<file path="src/rtl/corner_stabilizer.sv">
// corner_stabilizer
//   Qualifies raw per-frame quad-corner candidates from the marker detector
//   over time (search, acquire, lock, coast) and drives the perspective
//   generator. It emits at most one o_addr_valid pulse per frame, so the
//   generator only recomputes its coefficients on stable, sane corners.
// Ports
//   i_clk, i_rst_n         clock, async active-low reset
//   i_frame_end            1-cycle pulse, candidates valid this cycle
//   i_found                detector saw all four markers
//   i_{ul,ur,dl,dr}_addr   candidate corners {row[19:10], col[9:0]}
//   i_clear                synchronous force-unlock
//   o_addr_valid           1-cycle pulse: o_enable / addresses updated
//   o_enable               warp active with held corners
//   o_{ul,ur,dl,dr}_addr   held corners, same packing
//   o_locked               state is LOCKED or COAST
//   o_state                0 SEARCH, 1 ACQUIRE, 2 LOCKED, 3 COAST
module corner_stabilizer #(
   parameter int LOCK_FRAMES = 4,
   parameter int MISS_MAX    = 3,
   parameter int ACQ_TOL     = 8,
   parameter int TRACK_TOL   = 48,
   parameter int SHIFT       = 2
) (
   input  logic        i_clk,
   input  logic        i_rst_n,
   input  logic        i_frame_end,
   input  logic        i_found,
   input  logic [19:0] i_ul_addr,
   input  logic [19:0] i_ur_addr,
   input  logic [19:0] i_dl_addr,
   input  logic [19:0] i_dr_addr,
   input  logic        i_clear,
   output logic        o_addr_valid,
   output logic        o_enable,
   output logic [19:0] o_ul_addr,
   output logic [19:0] o_ur_addr,
   output logic [19:0] o_dl_addr,
   output logic [19:0] o_dr_addr,
   output logic        o_locked,
   output logic [1:0]  o_state
);

   typedef enum logic [1:0] {S_SEARCH = 2'd0, S_ACQ = 2'd1, S_LOCKED = 2'd2, S_COAST = 2'd3} state_t;

   localparam logic [3:0]  LF = 4'(LOCK_FRAMES);
   localparam logic [3:0]  MM = 4'(MISS_MAX);
   localparam logic [10:0] AT = 11'(ACQ_TOL);
   localparam logic [10:0] TT = 11'(TRACK_TOL);

   // corner index: 0 ul, 1 ur, 2 dl, 3 dr
   logic [3:0][19:0] r_cand, r_ref, r_held;
   logic             r_found, r_v1, r_v2, r_clr_pend;
   logic             r_enable, r_addr_valid;
   logic [3:0]       r_acq_cnt, r_miss_cnt;
   state_t           r_state;

   logic             w_accept, w_valid, w_acq_ok, w_trk_ok;
   logic [3:0][19:0] w_smooth;

   function automatic logic [10:0] absdiff(input logic [9:0] a, input logic [9:0] b);
      return (a >= b) ? {1'b0, a - b} : {1'b0, b - a};
   endfunction

   // held + (cand - held) >>> SHIFT in 11-bit signed; result lies between
   // held and cand, so truncating back to 10 bits is exact.
   function automatic logic [9:0] smooth(input logic [9:0] h, input logic [9:0] c);
      logic signed [10:0] d;
      logic signed [10:0] s;
      d = $signed({1'b0, c}) - $signed({1'b0, h});
      s = d >>> SHIFT;
      return 10'($signed({1'b0, h}) + s);
   endfunction

   // A frame is ignored while the previous one is still in flight (T+1, T+2)
   // and while a deferred clear pulse is pending.
   assign w_accept = i_frame_end & ~r_v1 & ~r_v2 & ~r_clr_pend & ~i_clear;

   always_ff @(posedge i_clk or negedge i_rst_n) begin
      if (!i_rst_n) begin
         r_v1    <= 1'b0;
         r_v2    <= 1'b0;
         r_cand  <= '0;
         r_found <= 1'b0;
      end else begin
         r_v1 <= w_accept;
         r_v2 <= r_v1;
         if (w_accept) begin
            r_cand  <= {i_dr_addr, i_dl_addr, i_ur_addr, i_ul_addr};
            r_found <= i_found;
         end
      end
   end

   always_comb begin
      w_valid  = r_found;
      w_acq_ok = 1'b1;
      w_trk_ok = 1'b1;
      w_smooth = '0;
      for (int i = 0; i < 4; i++) begin
         if (r_cand[i][19:10] >= 10'd600 || r_cand[i][9:0] >= 10'd800) w_valid = 1'b0;
         if (absdiff(r_cand[i][19:10], r_ref[i][19:10]) > AT ||
             absdiff(r_cand[i][9:0],   r_ref[i][9:0])   > AT) w_acq_ok = 1'b0;
         if (absdiff(r_cand[i][19:10], r_held[i][19:10]) > TT ||
             absdiff(r_cand[i][9:0],   r_held[i][9:0])   > TT) w_trk_ok = 1'b0;
         w_smooth[i] = {smooth(r_held[i][19:10], r_cand[i][19:10]),
                        smooth(r_held[i][9:0],   r_cand[i][9:0])};
      end
      if (!(r_cand[0][9:0]   < r_cand[1][9:0]   && r_cand[2][9:0]   < r_cand[3][9:0] &&
            r_cand[0][19:10] < r_cand[2][19:10] && r_cand[1][19:10] < r_cand[3][19:10]))
         w_valid = 1'b0;
   end

   always_ff @(posedge i_clk or negedge i_rst_n) begin
      if (!i_rst_n) begin
         r_state      <= S_SEARCH;
         r_acq_cnt    <= '0;
         r_miss_cnt   <= '0;
         r_ref        <= '0;
         r_held       <= '0;
         r_enable     <= 1'b0;
         r_addr_valid <= 1'b0;
         r_clr_pend   <= 1'b0;
      end else begin
         r_addr_valid <= 1'b0;
         if (r_clr_pend) begin
            // deferred clear: the previous cycle already carried a pulse
            r_clr_pend   <= 1'b0;
            r_enable     <= 1'b0;
            r_addr_valid <= 1'b1;
         end else if (i_clear) begin
            r_state    <= S_SEARCH;
            r_acq_cnt  <= '0;
            r_miss_cnt <= '0;
            if (r_enable) begin
               if (r_addr_valid) r_clr_pend <= 1'b1;
               else begin
                  r_enable     <= 1'b0;
                  r_addr_valid <= 1'b1;
               end
            end
         end else if (r_v1) begin
            case (r_state)
               S_SEARCH: if (w_valid) begin
                  r_ref     <= r_cand;
                  r_acq_cnt <= 4'd1;
                  r_state   <= S_ACQ;
               end
               S_ACQ: begin
                  if (!w_valid) begin
                     r_acq_cnt <= '0;
                     r_state   <= S_SEARCH;
                  end else if (w_acq_ok) begin
                     r_ref     <= r_cand;
                     r_acq_cnt <= r_acq_cnt + 4'd1;
                     if (r_acq_cnt + 4'd1 == LF) begin
                        r_held       <= r_cand;
                        r_enable     <= 1'b1;
                        r_addr_valid <= 1'b1;
                        r_miss_cnt   <= '0;
                        r_state      <= S_LOCKED;
                     end
                  end else begin
                     r_ref     <= r_cand;
                     r_acq_cnt <= 4'd1;
                  end
               end
               S_LOCKED: begin
                  if (w_valid && w_trk_ok) begin
                     r_held       <= w_smooth;
                     r_addr_valid <= 1'b1;
                  end else if (MISS_MAX == 1) begin
                     r_state      <= S_SEARCH;
                     r_acq_cnt    <= '0;
                     r_enable     <= 1'b0;
                     r_addr_valid <= 1'b1;
                  end else begin
                     r_miss_cnt <= 4'd1;
                     r_state    <= S_COAST;
                  end
               end
               default: begin // S_COAST
                  if (w_valid && w_trk_ok) begin
                     r_held       <= w_smooth;
                     r_miss_cnt   <= '0;
                     r_state      <= S_LOCKED;
                     r_addr_valid <= 1'b1;
                  end else if (r_miss_cnt + 4'd1 == MM) begin
                     r_miss_cnt   <= '0;
                     r_acq_cnt    <= '0;
                     r_state      <= S_SEARCH;
                     r_enable     <= 1'b0;
                     r_addr_valid <= 1'b1;
                  end else begin
                     r_miss_cnt <= r_miss_cnt + 4'd1;
                  end
               end
            endcase
         end
      end
   end

   assign o_addr_valid = r_addr_valid;
   assign o_enable     = r_enable;
   assign o_ul_addr    = r_held[0];
   assign o_ur_addr    = r_held[1];
   assign o_dl_addr    = r_held[2];
   assign o_dr_addr    = r_held[3];
   assign o_locked     = r_state[1];
   assign o_state      = r_state;

endmodule

</file>
<file path="config.mk">
export PLATFORM = sky130hd
export DESIGN_NAME = corner_stabilizer
export DESIGN_NICKNAME = d
export VERILOG_FILES = /design/src/rtl/corner_stabilizer.sv
export SDC_FILE = /design/constraint.sdc
export NUM_CORES = 1
export LEC_CHECK = 0
export BUFFER_PORTS_ARGS = -buffer_cell sky130_fd_sc_hd__clkbuf_2
export CORE_MARGIN = 5
export CORE_UTILIZATION = 56
export DETAILED_ROUTE_END_ITERATION = 7
export PLACE_DENSITY = 0.77
export SETUP_SLACK_MARGIN = 0.15
export SLEW_MARGIN = 0
export SYNTH_ARGS = -nofsm -noshare
export SYNTH_HDL_FRONTEND = slang
export SYNTH_SLANG_ARGS = --single-unit
export TNS_END_PERCENT = 5
</file>
<file path="constraint.sdc">
create_clock -name i_clk -period 4.2 [get_ports i_clk]
set_clock_uncertainty 0.2 [all_clocks]
set_input_delay 0.63 -clock i_clk [delete_from_list [all_inputs] [get_ports i_clk]]
set_output_delay 0.63 -clock i_clk [all_outputs]
set_load 0.02 [all_outputs]
</file>
Word level (Yosys, flattened, before mapping)
Cells that the tools add are included.
{"block": "op_classes", "n_div": 0, "n_eq_ne": 22, "order_cmp": 44, "multipliers": 0, "n_shift": 0, "bitwise": 9, "n_mux": 86, "n_reduce_logical": 31, "addsub": 50}
{"op": "2-to-1 mux 80 bit", "count": 4}
{"op": "subtractor 10 bit", "count": 32}
{"op": "greater-or-equal comparator 10 bit", "count": 16}
{"op": "2-to-1 mux 10 bit", "count": 16}
{"op": "one-hot mux 80 bit (2 select lines)", "count": 1}
{"op": "subtractor 10 x 10 -> 11 bit", "count": 8}
{"op": "adder 10 x 9 -> 10 bit", "count": 8}
{"op": "greater-or-equal comparator 10 bit (second input constant)", "count": 8}
{"op": "greater-than comparator 10 x 4 -> 1 bit (second input constant)", "count": 8}
{"op": "greater-than comparator 10 x 6 -> 1 bit (second input constant)", "count": 8}
{"op": "2-to-1 mux 4 bit", "count": 15}
{"op": "< comparator 10 bit", "count": 4}
{"op": "2-to-1 mux 1 bit", "count": 36}
{"op": "one-hot mux 4 bit (3 select lines)", "count": 2}
{"op": "AND reduction 7 bit", "count": 3}
{"op": "inequality test 4 bit (second input constant)", "count": 5}
{"op": "2-to-1 mux 2 bit", "count": 9}
{"op": "inequality test 3 bit (second input constant)", "count": 5}
{"op": "logical OR 1 bit", "count": 12}
{"op": "inequality test 2 bit (second input constant)", "count": 5}
{"op": "adder 4 x 1 -> 4 bit (second input constant)", "count": 2}
{"op": "AND reduction 8 bit", "count": 1}
{"op": "nonzero test 4 bit", "count": 2}
{"op": "one-hot mux 2 bit (3 select lines)", "count": 1}
{"op": "other kinds (19)", "count": 31}
{"block": "totals", "mem_bits_ro": 0, "register_bits": 256, "latchBits": 0, "memories": 0, "wordCells": 263, "ram_bits": 0}

Longest topological paths before layout
Gate-level depths: netlist of the first run.
{"block": "logic_depth", "depth_word": 14, "mapped_depth": 19}

Least setup slack after synthesis of the first run
No wires, ideal clock.
{"block": "synth_timing", "path_type": "reg-to-reg", "start": "register r_held (netlist bit o_dr_addr[11])", "end": "register r_held (netlist bit o_ul_addr[9])", "t_arrival_ns": 4.156, "setup_time_ns": 0.126, "stages_incl_launch_ff": 15, "required_time_ns": 3.874, "path_slack_ns": -0.282, "path_buffers": 0, "cell_sequence": "dfrtp_1 > inv_1 > ha_1 > nor2b_1 > o22ai_1 > xnor2_1 > or3_1 > a31o_1 > or4_1 > a2bb2oi_1 > nor4_2 > a31oi_1 > nor2_1 > nand2_1 > a221o_1"}
{"block": "synth_between", "elab_chain_len": 8, "elab_cells_between_ends": 10, "classes_between": "2 x add/sub; 2 x order compare; 2 x mux; 4 x reduce/logical"}
{"item": "from (decl)", "line_no": "51", "rtl": "logic [3:0][19:0] r_cand, r_ref, r_held;"}
{"item": "from (signal assigned)", "line_no": "156", "rtl": "r_held <= r_cand;"}
{"item": "from (signal assigned)", "line_no": "169", "rtl": "r_held <= w_smooth;"}
{"item": "from (signal assigned)", "line_no": "183", "rtl": "r_held <= w_smooth;"}
{"item": "subtractor 10 bit or greater-or-equal comparator 10 bit (tied branches)", "line_no": "61", "rtl": "return (a >= b) ? {1'b0, a - b} : {1'b0, b - a};"}
{"item": "2-to-1 mux 10 bit *", "line_no": "61"}
{"item": "greater-than comparator 10 x 6 -> 1 bit *", "line_no": "103", "rtl": "if (absdiff(r_cand[i][19:10], r_held[i][19:10]) > TT ||"}
{"item": "logical OR 1 bit *", "line_no": "103"}
{"item": "2-to-1 mux 1 bit *", "line_no": "103"}
{"item": "logical AND 1 bit *", "line_no": "168, 182"}
{"item": "nonzero test 2 bit (no source line) *"}
{"item": "AND reduction 8 bit (no source line) *"}
Every way passes the cells marked *; elsewhere a longest branch is shown, timed or not.
A chain may end at the register's enable or synchronous reset.

Final worst setup path of the first run
{"block": "layout_timing", "start": "register r_cand[40] in the netlist's numbering", "end": "register r_held (netlist bit o_ur_addr[10])"}
{"block": "layout_between", "elab_chain_len": 9, "elab_cells_between_ends": 30, "classes_between": "4 x add/sub; 6 x order compare; 2 x eq/ne; 9 x mux; 9 x reduce/logical"}
{"item": "from (decl)", "line_no": "51"}
{"item": "from (signal assigned)", "line_no": "88", "rtl": "r_cand <= {i_dr_addr, i_dl_addr, i_ur_addr, i_ul_addr};"}
{"item": "subtractor 10 bit or greater-or-equal comparator 10 bit (tied branches)", "line_no": "61"}
{"item": "2-to-1 mux 10 bit", "line_no": "61"}
{"item": "greater-than comparator 10 x 6 -> 1 bit", "line_no": "104", "rtl": "absdiff(r_cand[i][9:0], r_held[i][9:0]) > TT) w_trk_ok = 1'b0;"}
{"item": "logical OR 1 bit", "line_no": "103"}
{"item": "2-to-1 mux 1 bit (2 in series)", "line_no": "103"}
{"item": "logical AND 1 bit", "line_no": "168, 182"}
{"item": "nonzero test 2 bit (no source line)"}
{"item": "AND reduction 8 bit (no source line) *"}
Marks and branches as above.

==> metrics.csv, run 1 <==
metric,value,unit
postRouteAntennaNets,0,
cp_cell_sequence,inv_2 > ha_4 > fa_2 > nor2b_4 > o21bai_4 > buf_4 > nand2_1 > o21ai_0 > a2111o_1 > or4_4 > nor4_4 > and4_4 > nand4_1 > a211oi_4 > buf_6 > buf_12 > buf_16 > nor2_1 > a21oi_1,
rr_worst_depth,19,
clock-root-buffer,clkbuf_16,
syn_nets,4215,
path_max_fanout,14,
clock-sinks,256,
start_util,56.63,%
fmax,0.2181,GHz
worst-path-buf-inv,5,
min_from,i_dr_addr[2],
cellPowerDensity,876.3,nW/um2
synthCells,3674,
p_leak,19.19,nW
cts_buffers,34,
vdd_ir_drop_max,0.8338,mV
crit_path_end_kind,register,
critical_path_class,register to register,
hold_path_class,primary input to register,
postRouteWirelength,102.1,mm
clockBufferDepth,3,
tns,-28.58,ns
fillCellCount,3571,
comb_power_share,79.9,%
max_slew.worst_pin.slew,1.012,ns
die_area,56640,um2
r2r_end,o_ur_addr[10],
grt_max_degree,91,
gp_congestion,0.9760,
slowest_stage,or4_4,
drive_gt1_share,27.85,%
synth_seq_cells,256,
worstSkewPairLatency,0.56,ns
switchingPower,16.27,mW
first_global_vias,30700,
wire_per_inst,19.43,um
cts.clk_slew.worst_paths,0.06,ns
path_delay_family,simple AND/OR/NAND/NOR gates,
tritoncts,built,
crit_path_max_incr_delay,0.53,ns
antenna_found_initial,3,
async_flop_share,100.0,%
pwr-share-clk,9.1,%
period_minus_slack,4.584,ns
swShare,47.85,%
rows,83,
drv_cap,0,
p_seq_share,11.0,%
synth_area,29110,um2
drc,0,
cp-start-kind,register,
arrival,4.87,ns
worstHoldEndpoint,r_cand[62],
coreArea,51410,um2
fin_ws,-0.3844,ns
grt_pass1_wl,158.7,mm
num_vias,31520,
synth_ff_type,dfrtp_1,
num-nets-final,5091,
synth-seq-area-share,22.01,%
syn_area_per_cell,7.923,um2
synth-edff-count,0,
syn_to_final_growth,33.27,%
violations,negative setup slack,
intPower,17.73,mW
drt_pre_antenna_iters,6,
yosysWarnings,0,
slew_viol_final,0,
die_x,238.0,um
die_h,238.0,um
critPathRequiredTime,4.48,ns
io_pins,170,
grt_setup_unrepaired,true,
finalHoldViolations,0,
initialDrtViolationCount,2921,
r2r_setup_slack,-0.38,ns
io_buffers,169,
gr-total-overflow,0,
slew_headroom,31.95,%
worstReg2RegStart,r_cand[40],
whs_path_depth,3,
synth.distinct_cells,88,
viasPerCell,5.996,
status,"complete, but fails checks",
finalSetupViolations,91,
fin_crit_sh,109.2,%
utilization,75.47,%
grt_use_total,33.96,%
cts_max_level,2,
hpwl,75.97,mm
[worst max path at each step]
stage | depth (start not counted) | slack (ns) | from | endpoint
after floorplan | 17 | 0.03 | r_cand[32] | o_ur_addr[9]
after global placement | 13 | -0.49 | o_ul_addr[0] | o_dl_addr[9]
after detailed placement | 14 | -0.67 | r_cand[0] | o_dr_addr[19]
after CTS | 17 | -0.23 | r_cand[60] | o_ur_addr[7]
after global routing | 18 | -0.54 | r_ref[40] | o_ur_addr[4]
final | 19 | -0.38 | r_cand[40] | o_ur_addr[10]
[metal layers]
metal | track usage, % | wire, um
met3 | 6.126 | 9668
met4 | 12.99 | 4447
met5 | 0 | 0
met1 | 45.41 | 41490
met2 | 55.16 | 46530
[cells in the mapped netlist (38+ instances only)]
| library cell | n | area (um2) |
|---|---|---|
| ha_1 | 416 | 5205 |
| nand2_1 | 378 | 1419 |
| inv_1 | 318 | 1194 |
| o21ai_0 | 307 | 1536 |
| a21oi_1 | 265 | 1326 |
| dfrtp_1 | 256 | 6406 |
| nor2_1 | 246 | 923.4 |
| clkbuf_1 | 140 | 525.5 |
| xnor2_1 | 138 | 1209 |
| a21o_1 | 101 | 758.2 |
| xor2_1 | 69 | 604.3 |
| a31oi_1 | 68 | 425.4 |
| nor3_1 | 66 | 330.3 |
| nand3_1 | 58 | 290.3 |
| nand2b_1 | 56 | 350.3 |
| nor2b_1 | 54 | 337.8 |
| a211oi_1 | 43 | 322.8 |
| mux2i_1 | 43 | 430.4 |
| o211ai_1 | 43 | 322.8 |
| fa_1 | 40 | 800.8 |
| o21bai_1 | 38 | 285.3 |
[tightest hold or removal path: stages]
cell and delay (ns):
clkbuf_2 0.08, nand2_1 0.04, o21ai_0 0.06
[cell usage in the layout (no fill, tap or decap), drive strengths merged, types with 138 or more instances in the layout]
master and n:
buf 834, a21oi 266, ha 416, nand2 378
nor2 246, xnor2 138, dfrtp 256, o21ai 320
clkbuf 223, inv 319
[flip-flops by register name (all words and copies together), names as in the netlist, 2 cells and up]
signal and count:
r_cand 80, r_ref 80, o_dl_addr 20, o_dr_addr 20
o_ul_addr 20, o_ur_addr 20, r_acq_cnt 4, r_miss_cnt 4
o_state 2
[cell families after synthesis]
logic type | count (synthesis) | share of synthesized area, %
buffers and inverters | 486 | 6.378
AO/OA/AOI/OAI | 1138 | 24.95
multiplexers | 55 | 1.943
flip-flops | 256 | 22.01
adder cells (fa/ha/maj) | 462 | 20.84
AND/OR/NAND/NOR | 1070 | 17.66
XOR/XNOR | 207 | 6.228
[power by group through the flow]
stage / sequential, mW / clock (mW) / combinational [mW]
5_1_grt: 3.80 / 3.21 / 29.6
2_1_floorplan: 4.40 / 0 / 15.6
4_1_cts: 3.69 / 3.10 / 26.1
3_5_place_dp: 3.72 / 0 / 25.6
6_report: 3.73 / 3.10 / 27.2
3_3_place_gp: 3.69 / 0 / 24.9
[stage by stage]
stage | cells | power (mW) | setup WS, ns | cell area [um2] | hold WS (ns)
after global routing | 5255 | 36.61 | -0.5445 | 38790 | 0.08522
final | 5257 | 33.99 | -0.3844 | 38790 | 0.08222
after CTS | 5243 | 32.92 | -0.2309 | 38250 | 0.07033
after global placement | 5167 | 28.61 | -0.4946 | 36630 | 0.2425
after floorplan | 3674 | 19.98 | 0.02672 | 29400 | 0.1344
after detailed placement | 5167 | 29.35 | -0.6699 | 36630 | 0.2521
[timing repair]
item                                   in CTS  in global routing
setup endpoints to repair                  92                 92
gates resized for setup                    54                 95
hold buffers                                1                  0
pin swaps                                  17                 29
endpoints found under the hold margin      78                  0
buffers inserted                            8                 10
cloned                                      6                  2
[final cells by class]
class	count	area, um2	share of cell area, %
clock inverters	8	70.07	0.1806
clock buffers	53	1096	2.825
well taps	680	850.8	2.193
repair buffers	1007	7528	19.41
multi-input cells	2932	21630	55.75
inverters	319	1197	3.087
diodes	2	5.005	0.01290
flip-flops and latches	256	6419	16.55
Note: power is estimated with default switching activity, not from simulation.
==> inputs of run 2 (changes only) <==
--- a/config.mk
+++ b/config.mk
@@ -7,11 +7,11 @@
 export LEC_CHECK = 0
 export BUFFER_PORTS_ARGS = -buffer_cell sky130_fd_sc_hd__clkbuf_2
 export CORE_MARGIN = 5
-export CORE_UTILIZATION = 56
+export CORE_UTILIZATION = 50
 export DETAILED_ROUTE_END_ITERATION = 7
-export PLACE_DENSITY = 0.77
+export PLACE_DENSITY = 0.67
 export SETUP_SLACK_MARGIN = 0.15
-export SLEW_MARGIN = 0
+export SLEW_MARGIN = 20
 export SYNTH_ARGS = -nofsm -noshare
 export SYNTH_HDL_FRONTEND = slang
 export SYNTH_SLANG_ARGS = --single-unit
==> constraint.sdc (replaced) <==
create_clock -name i_clk -period 4.32 [get_ports i_clk]
set_clock_uncertainty 0.2 [all_clocks]
set_input_delay 0.648 -clock i_clk [delete_from_list [all_inputs] [get_ports i_clk]]
set_output_delay 0.648 -clock i_clk [all_outputs]
set_load 0.02 [all_outputs]
==> metrics.csv, run 2 (synthesis gave the netlist of run 1 again) <==
metric,value,unit,change
clock-sinks,256,,unchanged
drv_cap,0,,unchanged
postRouteWirelength,94.75,mm,-7.2%
comb_power_share,77.8,%,-2.1 points
cellPowerDensity,839.7,nW/um2,-4.2%
clock-root-buffer,clkbuf_16,,
die_h,251.3,um,+5.6%
top_layer,met5,,
cts.clk_slew.worst_paths,0.06,ns,about the same
route.met2.wl,42.57,mm,-8.5%
hold_path_class,primary input to register,,
final_common_cell,buf_4,,
wire_per_inst,18.72,um,-3.6%
io_buffers,169,,unchanged
coreArea,57700,um2,+12%
grt_max_degree,99,,+8.8%
start_util,50.46,%,-6.2 points
status,"complete, but fails checks",,
vdd_ir_drop_max,0.8593,mV,+3.1%
path_max_fanout,5,,-9
grt_pass1_wl,148.2,mm,-6.6%
place_ws,-0.3457,ns,+0.3242 ns
finalSetupViolations,82,,-9.9%
drc,0,,unchanged
initialDrtViolationCount,2145,,-27%
cts_buffers,35,,+2.9%
rows,88,,+6.0%
arrival,4.75,ns,-0.12 ns
pwr-share-clk,10.1,%,+1.0 points
utilization,63.52,%,-12 points
swShare,48.83,%,+0.98 points
finalInstanceArea,36650,um2,-5.5%
fin_crit_sh,103.5,%,-5.7 points
io_pins,170,,unchanged
postRouteAntennaNets,0,,unchanged
crit_path_end_kind,register,,
wl_met3,5.820,mm,-40%
wl_met1,43.56,mm,+5.0%
slew_viol_final,0,,unchanged
switchingPower,15.03,mW,-7.6%
worstSkewPairLatency,0.56,ns,about the same
drt_pre_antenna_iters,5,,-1
fin_ws,-0.1491,ns,+0.2353 ns
p_leak,17.80,nW,-7.2%
final_cell_mix,"buf_4 (532), ha_1 (404), nand2_1 (375)",,
fmax,0.2238,GHz,+2.6%
place_area,34640,um2,-5.4%
num_antenna_cells,0,,-2
slew_headroom,38.77,%,+6.8 points
die_x,251.3,um,+5.6%
grt_use_total,28.62,%,-5.3 points
tns,-6.852,ns,+21.72 ns
viasPerCell,5.733,,-4.4%
clockBufferDepth,3,,unchanged
p_seq_share,12.1,%,+1.1 points
cp-start-kind,register,,
period_minus_slack,4.469,ns,-0.1153 ns
num_vias,29010,,-8.0%
violations,negative setup slack,,
finalPower,30.77,mW,-9.5%
die_area,63150,um2,+11%
gp_congestion,0.9528,,-2.4%
tritoncts,built,,
finalHoldViolations,0,,unchanged
gr-total-overflow,0,,unchanged
reg.largest.list,"r_cand: 80 flops, r_ref: 80 flops",,
first_global_vias,27750,,-9.6%
drive_gt1_share,22.75,%,-5.1 points
hpwl,74.75,mm,-1.6%
grt_setup_unrepaired,true,,
cts_max_level,2,,unchanged
intPower,15.75,mW,-11%
num-nets-final,4810,,-5.5%
syn_to_final_growth,25.90,%,
critPathRequiredTime,4.60,ns,+0.12 ns
max_slew.worst_pin.slew,0.9185,ns,-0.09388 ns
antenna_found_initial,1,,-2
critical_path_class,register to register,,
run 2: area by class of cell:
type | instances | area (um2)
multi-input cells | 2932 | 21560
fillers | 5170 | 21050
flip-flops and latches | 256 | 6417
repair buffers | 725 | 5308
inverters | 319 | 1197
clock buffers | 46 | 988.4
well taps | 765 | 957.2
clock inverters | 17 | 221.5
run 2: metrics by stage:
stage / cells / hold WS (ns)
after floorplan: 3674 / 0.1524
after global placement: 4979 / 0.2455
after CTS: 5054 / 0.06490
after global routing: 5060 / 0.08125
after detailed placement: 4979 / 0.2524
final: 5060 / 0.08532
run 2: worst paths after layout:
| path | start | to | slack [ns] | cells past startpoint |
|---|---|---|---|---|
| max | r_cand[20] | o_ur_addr[8] | -0.15 | 20 |
| min | i_ul_addr[1] | r_cand[1] | 0.09 | 3 |
| max reg2reg | r_cand[20] | o_ur_addr[8] | -0.15 | 20 |
| min reg2reg | r_v1 | r_v2 | 0.27 | 0 |
| max in group asynchronous | i_rst_n | o_ur_addr[2] | 2.43 | 3 |
| min in group asynchronous | i_rst_n | o_ul_addr[1] | 0.46 | 2 |
run 2: what timing repair did:
action                                  4_1_cts  5_1_grt
hold endpoints to repair                     81        0
pin swaps                                    15       26
gates resized for setup                      61       83
setup buffers                                 8        4
cloned                                        3        2
endpoints found under the setup margin       92       92
hold buffers                                  1        0
run 2: power by group through the flow:
stage               Combinational (mW)  Sequential (mW)  Clock, mW
detailed placement                22.9             3.73          0
global route                      26.4             3.81       3.24
floorplan                         15.1             4.27          0
CTS                               23.3             3.70       3.15
global placement                  22.5             3.72          0
finish                            23.9             3.72       3.11
run 2: per-layer routing:
metal,GRT usage (%),up-vias
met5,0,-
met4,7.812,2
met3,4.086,156
met2,46.07,849
met1,40.51,13760
li1,-,14240
run 2: critical path, stage by stage (launching register included):
cell	delay, ns
dfrtp_1	0.38
buf_4	0.17
ha_1	0.21
fa_2	0.36
nand2b_1	0.20
a21oi_2	0.21
nor3_1	0.07
a221oi_1	0.32
nand2_1	0.12
nor4_2	0.29
buf_4	0.16
o21ai_2	0.07
nor4_4	0.32
buf_4	0.20
a31oi_4	0.15
a211oi_4	0.32
buf_4	0.19
buf_2	0.14
buf_4	0.13
nor2_1	0.04
a31oi_1	0.13
